--- src/rtl/micro_sequencer.sv ---
// Opcode step sequencer: holds IR and the micro-step counter, latches CB-prefix
// opcodes, stalls on memory wait, handles HALT and prioritised interrupt dispatch.
module micro_sequencer #(
  parameter int         STEP_W         = 3,
  parameter int         NUM_IRQ        = 5,
  parameter logic [7:0] VEC_BASE       = 8'h40,
  parameter int         VEC_STRIDE     = 8,
  parameter int         DISPATCH_STEPS = 5
) (
  input  logic               clk,
  input  logic               rst,
  input  logic               stall,
  input  logic               done,
  input  logic               is_cond,
  input  logic [1:0]         cond,
  input  logic [STEP_W-1:0]  next_cond,
  input  logic [3:0]         flags,
  input  logic               is_prefix,
  input  logic               halt,
  input  logic               ei,
  input  logic               di,
  input  logic               reti,
  input  logic [NUM_IRQ-1:0] irq_req,
  input  logic [NUM_IRQ-1:0] irq_en,
  input  logic [7:0]         d_in,
  output logic [7:0]         ir,
  output logic               ir_prefix,
  output logic [STEP_W-1:0]  step,
  output logic               dispatch,
  output logic [7:0]         irq_vec,
  output logic [NUM_IRQ-1:0] irq_ack,
  output logic               halted,
  output logic               ime
);

  typedef enum logic [1:0] {S_RUN, S_HALTED, S_DISPATCH} state_e;

  state_e              state_q;
  logic [7:0]          ir_q;
  logic                pfx_q;
  logic [STEP_W-1:0]   step_q;
  logic                disp_q;
  logic [7:0]          vec_q;
  logic [NUM_IRQ-1:0]  ack_q;
  logic                halted_q;
  logic                ime_q;
  logic                ime_pend_q;

  logic [NUM_IRQ-1:0]  pend;
  logic [NUM_IRQ-1:0]  sel_ack_d;
  logic [7:0]          sel_vec_d;
  logic                cond_ok;
  logic                take_irq;

  // flags is {z,n,h,c}
  function automatic logic cond_match(input logic [1:0] c, input logic [3:0] f);
    case (c)
      2'b00:   return !f[3];
      2'b01:   return f[3];
      2'b10:   return !f[0];
      default: return f[0];
    endcase
  endfunction

  function automatic logic [7:0] vec_of(input logic [NUM_IRQ-1:0] v);
    logic [7:0] off;
    off = 8'd0;
    for (int i = NUM_IRQ - 1; i >= 0; i--)
      if (v[i]) off = 8'(i * VEC_STRIDE);
    return VEC_BASE + off;
  endfunction

  assign pend      = irq_req & irq_en;
  assign sel_ack_d = pend & (~pend + NUM_IRQ'(1));
  assign sel_vec_d = vec_of(pend);
  assign cond_ok   = cond_match(cond, flags);
  assign take_irq  = ime_q && (|pend);

  always_ff @(posedge clk) begin
    if (rst) begin
      state_q    <= S_RUN;
      ir_q       <= 8'h00;
      pfx_q      <= 1'b0;
      step_q     <= '0;
      disp_q     <= 1'b0;
      vec_q      <= VEC_BASE;
      ack_q      <= '0;
      halted_q   <= 1'b0;
      ime_q      <= 1'b0;
      ime_pend_q <= 1'b0;
    end else if (stall) begin
      ack_q <= '0;
    end else begin
      ack_q <= '0;
      case (state_q)
        S_RUN: begin
          if (!done) begin
            if (is_cond && !cond_ok) step_q <= next_cond;
            else                     step_q <= step_q + STEP_W'(1);
          end else begin
            if (is_prefix) begin
              ir_q   <= d_in;
              step_q <= '0;
              pfx_q  <= 1'b1;
            end else if (take_irq) begin
              state_q    <= S_DISPATCH;
              step_q     <= '0;
              disp_q     <= 1'b1;
              vec_q      <= sel_vec_d;
              ack_q      <= sel_ack_d;
              ime_q      <= 1'b0;
              ime_pend_q <= 1'b0;
            end else if (halt) begin
              state_q  <= S_HALTED;
              halted_q <= 1'b1;
              step_q   <= '0;
            end else begin
              ir_q   <= d_in;
              step_q <= '0;
              pfx_q  <= 1'b0;
            end
            // EI takes effect one instruction late, so the next one always completes
            if (is_prefix || !take_irq) begin
              if (di) begin
                ime_q      <= 1'b0;
                ime_pend_q <= 1'b0;
              end else if (reti) begin
                ime_q <= 1'b1;
              end else if (ei) begin
                ime_pend_q <= 1'b1;
              end else if (ime_pend_q) begin
                ime_q      <= 1'b1;
                ime_pend_q <= 1'b0;
              end
            end
          end
        end
        S_HALTED: begin
          if (|pend) begin
            halted_q <= 1'b0;
            if (ime_q) begin
              state_q    <= S_DISPATCH;
              step_q     <= '0;
              disp_q     <= 1'b1;
              vec_q      <= sel_vec_d;
              ack_q      <= sel_ack_d;
              ime_q      <= 1'b0;
              ime_pend_q <= 1'b0;
            end else begin
              state_q <= S_RUN;
              ir_q    <= d_in;
              step_q  <= '0;
              pfx_q   <= 1'b0;
            end
          end
        end
        S_DISPATCH: begin
          if (step_q == STEP_W'(DISPATCH_STEPS - 1)) begin
            state_q <= S_RUN;
            ir_q    <= d_in;
            step_q  <= '0;
            pfx_q   <= 1'b0;
            disp_q  <= 1'b0;
          end else begin
            step_q <= step_q + STEP_W'(1);
          end
        end
        default: state_q <= S_RUN;
      endcase
    end
  end

  assign ir        = ir_q;
  assign ir_prefix = pfx_q;
  assign step      = step_q;
  assign dispatch  = disp_q;
  assign irq_vec   = vec_q;
  assign irq_ack   = ack_q;
  assign halted    = halted_q;
  assign ime       = ime_q;

endmodule
--- config.mk ---
export PLATFORM = sky130hd
export DESIGN_NAME = micro_sequencer
export DESIGN_NICKNAME = d
export VERILOG_FILES = /design/src/rtl/micro_sequencer.sv
export SDC_FILE = /design/constraint.sdc
export NUM_CORES = 1
export LEC_CHECK = 0
export BUFFER_PORTS_ARGS = -buffer_cell sky130_fd_sc_hd__buf_4
export CAP_MARGIN = 5
export CORE_MARGIN = 2
export CORE_UTILIZATION = 30
export CTS_CLUSTER_DIAMETER = 150
export CTS_CLUSTER_SIZE = 12
export DETAILED_ROUTE_END_ITERATION = 7
export GPL_TIMING_DRIVEN = 0
export SYNTH_ARGS = -nofsm -noshare
export SYNTH_HDL_FRONTEND = slang
export SYNTH_SLANG_ARGS = --single-unit
--- constraint.sdc ---
create_clock -name clk -period 3.89 [get_ports clk]
set_input_delay 0.1945 -clock clk [delete_from_list [all_inputs] [get_ports clk]]
set_output_delay 0.1945 -clock clk [all_outputs]
set_load 0.05 [all_outputs]
# ---- After elaboration in Yosys (flattened, before gate mapping)
# Cells that the tools add are included.
dict set report totals {
  regBits 31
}
dict set report op_classes {
  n_addsub 3
  eq_ne 17
  muxes 79
  bitwise 4
  n_reduce_logical 21
}
# operator count
set op_table {}
lappend op_table {{2-to-1 mux 8 bit} 16}
lappend op_table {{2-to-1 mux 1 bit} 35}
lappend op_table {{2-to-1 mux 5 bit} 5}
lappend op_table {{one-hot mux 8 bit (3 select lines)} 1}
lappend op_table {{!= test 2 bit, second input constant} 9}
lappend op_table {{one-hot mux 8 bit (2 select lines)} 1}
lappend op_table {{AND reduction 8 bit} 2}
lappend op_table {{2-to-1 mux 2 bit} 7}
lappend op_table {{AND reduction 7 bit} 2}
lappend op_table {{2-to-1 mux 3 bit} 4}
lappend op_table {{bitwise AND 5 bit} 2}
lappend op_table {{one-hot mux 5 bit (2 select lines)} 1}
lappend op_table {{!= test 3 bit, second input constant} 3}
lappend op_table {{one-hot mux 1 bit (3 select lines)} 3}
lappend op_table {{one-hot mux 3 bit (3 select lines)} 1}
lappend op_table {{adder 7 x 8 -> 8 bit, first input constant} 1}
lappend op_table {{2-to-1 mux 6 bit} 1}
lappend op_table {{one-hot mux 1 bit (2 select lines)} 3}
lappend op_table {{one-hot mux 2 bit (3 select lines)} 1}
lappend op_table {{AND reduction 6 bit} 1}
lappend op_table {{adder 5 x 1 -> 5 bit, second input constant} 1}
lappend op_table {{NOT 5 bit} 1}
lappend op_table {{AND reduction 5 bit} 1}
lappend op_table {{OR reduction 5 bit} 1}
lappend op_table {{14 further kinds} 21}

# ---- Depth between registers and ports, before layout
dict set report depth {
  depth_word 12
  ltp_mapped 9
  mapped_depth_nobuf 7
}

# ---- Least setup slack after synthesis
# OpenSTA, ideal clock, no wires.
dict set report synth_path {
  path_type {reg-to-reg}
  start {register step_q[0] (netlist: step[0])}
  end {register step_q[0] (netlist: step[0])}
  setup_ns 0.086
  t_arrival_ns 1.958
  required_ns 3.804
  path_slack_ns 1.847
  stages_incl_launch_ff 8
  path_cell_list {dfxtp_1 > inv_1 > ha_1 > a21boi_1 > nor2_1 > nor4_2 > a22oi_1 > a211oi_1}
}
dict set report synth_via {
  elab_chain_cells 4
  elab_cells_between_ends 6
  cone_classes {add/sub (1); eq/ne (1); mux (4)}
}
# item line
set synth_rtl {}
lappend synth_rtl {{start, declared} 41} ;# logic [STEP_W-1:0] step_q;
lappend synth_rtl {{start signal, assigned} 98} ;# if (is_cond && !cond_ok) step_q <= next_cond;
lappend synth_rtl {{start signal, assigned} 99} ;# else step_q <= step_q + STEP_W'(1);
lappend synth_rtl {{start signal, assigned} 165} ;# step_q <= step_q + STEP_W'(1);
lappend synth_rtl {{adder 3 x 1 -> 3 bit} {99, 165}}
lappend synth_rtl {{2-to-1 mux 3 bit} 98}
lappend synth_rtl {{2-to-1 mux 3 bit} 97} ;# if (!done) begin
lappend synth_rtl {{one-hot mux 3 bit (3 select lines) *} 95} ;# case (state_q)
# Mark *: on every way between the ends. The rest lies on a longest branch, timed or not.
# A chain may end at the register's enable or synchronous reset.

# ---- Worst setup path after layout
dict set report layout_path {
  start {register state_q[1]}
  end {register halted_q (netlist: halted)}
}
dict set report layout_via {
  elab_chain_cells 3
  elab_cells_between_ends 10
  cone_classes {eq/ne (6); mux (1); reduce/logical (3)}
}
# item line
set layout_rtl {}
lappend layout_rtl {{start, declared} 38} ;# state_e state_q;
lappend layout_rtl {{start signal, assigned} 81} ;# state_q <= S_RUN;
lappend layout_rtl {{start signal, assigned} 106} ;# state_q <= S_DISPATCH;
lappend layout_rtl {{start signal, assigned} 114} ;# state_q <= S_HALTED;
lappend layout_rtl {{equality test 2 x 1 -> 1 bit / logical NOT 2 bit (equally long branches)} 95}
lappend layout_rtl {{!= test 2 bit (no line) / nonzero test 2 bit (equally long branches)} n/a}
lappend layout_rtl {{AND reduction 7 bit (no line)} n/a}
lappend layout_rtl {{end signal, assigned} 88} ;# halted_q <= 1'b0;
lappend layout_rtl {{end signal, assigned} 115} ;# halted_q <= 1'b1;
lappend layout_rtl {{end signal, assigned} 140} ;# halted_q <= 1'b0;
lappend layout_rtl {{end, declared} 45} ;# logic halted_q;
# Several ways; a longest one is shown, not always the timed one.

==> out/qor.yml <==
status: "finished clean"
crit_fanout: 10
die-area_mm2: 0.00582
tns_ns: 0
final_util_pct: 41.9
tightestPinTransition_ns: 0.595
final.period_utilization_pct: 52.7
pre_cts_ws_ns: 1.87
cp_slowest_cell: "dfxtp_1"
critical_path.cell_chain: "inv_1 -> ha_1 -> buf_6 -> mux2i_1 -> or2_1 -> nand2b_1 -> a311oi_2 -> mux2_1"
ios: 65
drtIter0Drc: 82
cpPeakStageDelay_ns: 0.41
rsz0062_at_grt: "false"
ir_drop_mv: 0.119
grt_pass1_vias: 1418
final_nets: 295
wl_per_cell_um: 12.0
ys_warn_count: 0
diodes: 0
overflow: 0
syn_inst: 188
num_rows: 26
cp_data_required_time_ns: 4.05
syn_to_final_growth_pct: 35.8
drv_slew: 0
antenna_found_initial: 0
grt_max_degree: 14
synth_async_sr_flop_share_pct: 0
drv_cap: 0
gp_congestion: 0.770
max-slew-margin-rel_pct: 59.8
vias: 1542
cts_tree: "built"
dp_hpwl_um: 2970
synth_edf_count: 0
ctsRootBufferMaster: "clkbuf_8"
cts_buffers: 3
cts_max_path_buffers: 2
finalSetupViolCount: 0
synth_area_mm2: 0.00157
syn_area_per_cell_um2: 8.34
cts.htree.levels: 1
power_density_mw_per_mm2: 286
finalClockSkew_ns: 0.00745
ant_nets: 0
drc: 0
synth-main-ff-cell: "dfxtp_1"
via_per_inst: 4.82
cts.sinks: 26
finalCriticalPeriod_ns: 2.05
stdcell_count: 320
reg2reg_slack_ns: 1.84
setup_ws_ns: 1.84
crit_family: "multiplexers"
path_buf_inv: 2
placed_cells: 317
drive_gt1_share_pct: 32.0
grt_pass1_wl_um: 6430
synth_cell_types: 47
r2r-end: "halted"
die_y_um: 76.3
die_w_um: 76.3
numPortBuffers: 56
core_area_mm2: 0.00507
max_freq_mhz: 488
cts_setup_buffers: 0
final_area_mm2: 0.00213
critPathCapture: "halted"
min_path_cells: 3
worstSkewPairLatency_ns: 0.28
r2r-start: "state_q[1]"
hp-class: "in2reg"
grt_use_total_pct: 13.0
hold_viol: 0
cp.depth: 8
worstSetupEndpointType: "flip-flop"
critPathLaunch: "state_q[1]"
crit_path_start_kind: "flip-flop"
whs_ns: 0.205
reg2reg_depth: 8
drtPass1Iterations: 4
cts_resized: 0
wirelength_um: 3850
start_util_pct: 30.9
finalPower_mw: 0.609
ctsHoldBuffers: 0
placed_area_mm2: 0.00209
synth-seq-cells: 26
cp.arrival_ns: 2.21
path_class: "reg2reg"
clk_pin_slew_ns: 0.09
yosysSeqAreaShare_pct: 33.2
power_leakage_nw: 0.953
==> worst register-to-register path: cells and delay by family, from the launching register on <==
family                   cells  cell delay, ns
AO/OA/AOI/OAI                1            0.22
buffers and inverters        2            0.23
multiplexers                 2            0.45
flip-flops                   1            0.41
AND/OR/NAND/NOR              2            0.44
adder cells (fa/ha/maj)      1            0.19
==> power breakdown <==
| part | internal (mW) | switching, mW | total, mW |
|---|---|---|---|
| registers | 0.275 | 0.00572 | 0.281 |
| logic | 0.0688 | 0.104 | 0.173 |
| clock network | 0.0696 | 0.0854 | 0.155 |
| total | 0.414 | 0.196 | 0.609 |
==> how the worst min path moves through the flow <==
stage                     startpoint          to  slack [ns]
after floorplan            irq_en[2]  irq_ack[2]        0.34
after global placement    irq_vec[4]  irq_vec[4]        0.44
after detailed placement  irq_vec[4]  irq_vec[4]        0.45
after CTS                  irq_en[2]  irq_ack[2]        0.21
after global routing       irq_en[2]  irq_ack[2]        0.22
final                      irq_en[2]  irq_ack[2]        0.21
==> state kept, by name, indices dropped and copies added (netlist names) <==
register / count
ir: 8
irq_ack: 5
irq_vec: 3
step: 3
state_q: 2
dispatch: 1
halted: 1
ime: 1
ime_pend_q: 1
ir_prefix: 1
==> routing by layer <==
layer / up-vias / GRT usage [%] / part of all wire [%] / wire length (um)
met3: 4 / 2.37 / 5.9 / 227
met2: 50 / 21.9 / 46 / 1790
li1: 780 / - / - / -
met1: 708 / 16.7 / 46 / 1780
met5: - / 0 / 0 / 0
met4: 0 / 4.36 / 1.3 / 50
==> placed cells by master (no fill, tap or decap), drive strengths merged, types with 4 or more instances in the layout <==
cell type / synthesis / final
nand3b: 4 / 4
clkbuf: 4 / 7
inv: 18 / 18
nor2b: 7 / 7
nor2: 7 / 7
nand2: 12 / 12
o21ai: 14 / 14
dfxtp: 26 / 26
a21oi: 19 / 19
ha: 6 / 6
or3: 9 / 9
a22oi: 4 / 4
conb: 2 / 5
nor3: 6 / 6
buf: 10 / 66
==> final cells by class <==
cell class,count,area [um2]
Sequential cell,26,520
Timing Repair Buffer,56,420
Clock buffer,3,41.3
Buffer,14,83.8
Multi-Input combinational cell,133,907
Fill cell,557,2950
Tap cell,70,87.6
Inverter,18,67.6
==> cells by family after synthesis <==
family	Yosys count	synth area share (%)
simple gates	65	25.0
buf+inv	32	9.66
compound gates	51	23.0
other cells	2	0.479
fa+ha+maj	6	4.79
flops	26	33.2
xor+xnor	1	0.559
mux	5	3.35
==> synthesized netlist by cell type (3+ instances only) <==
cell type	n	area, um2
nor3_1	5	25.0
nand3b_1	4	30.0
o21ai_0	13	65.1
buf_2	4	20.0
ha_1	6	75.1
or3_1	9	56.3
nor2_1	7	26.3
a21oi_1	19	95.1
nand2_1	12	45.0
inv_1	18	67.6
buf_4	5	37.5
dfxtp_1	26	521
nor2b_1	6	37.5
nand3_1	3	15.0
clkbuf_1	4	15.0
mux2i_1	3	30.0
or4_1	3	22.5
a211oi_1	3	22.5
Power figures use the tool's default switching activity.
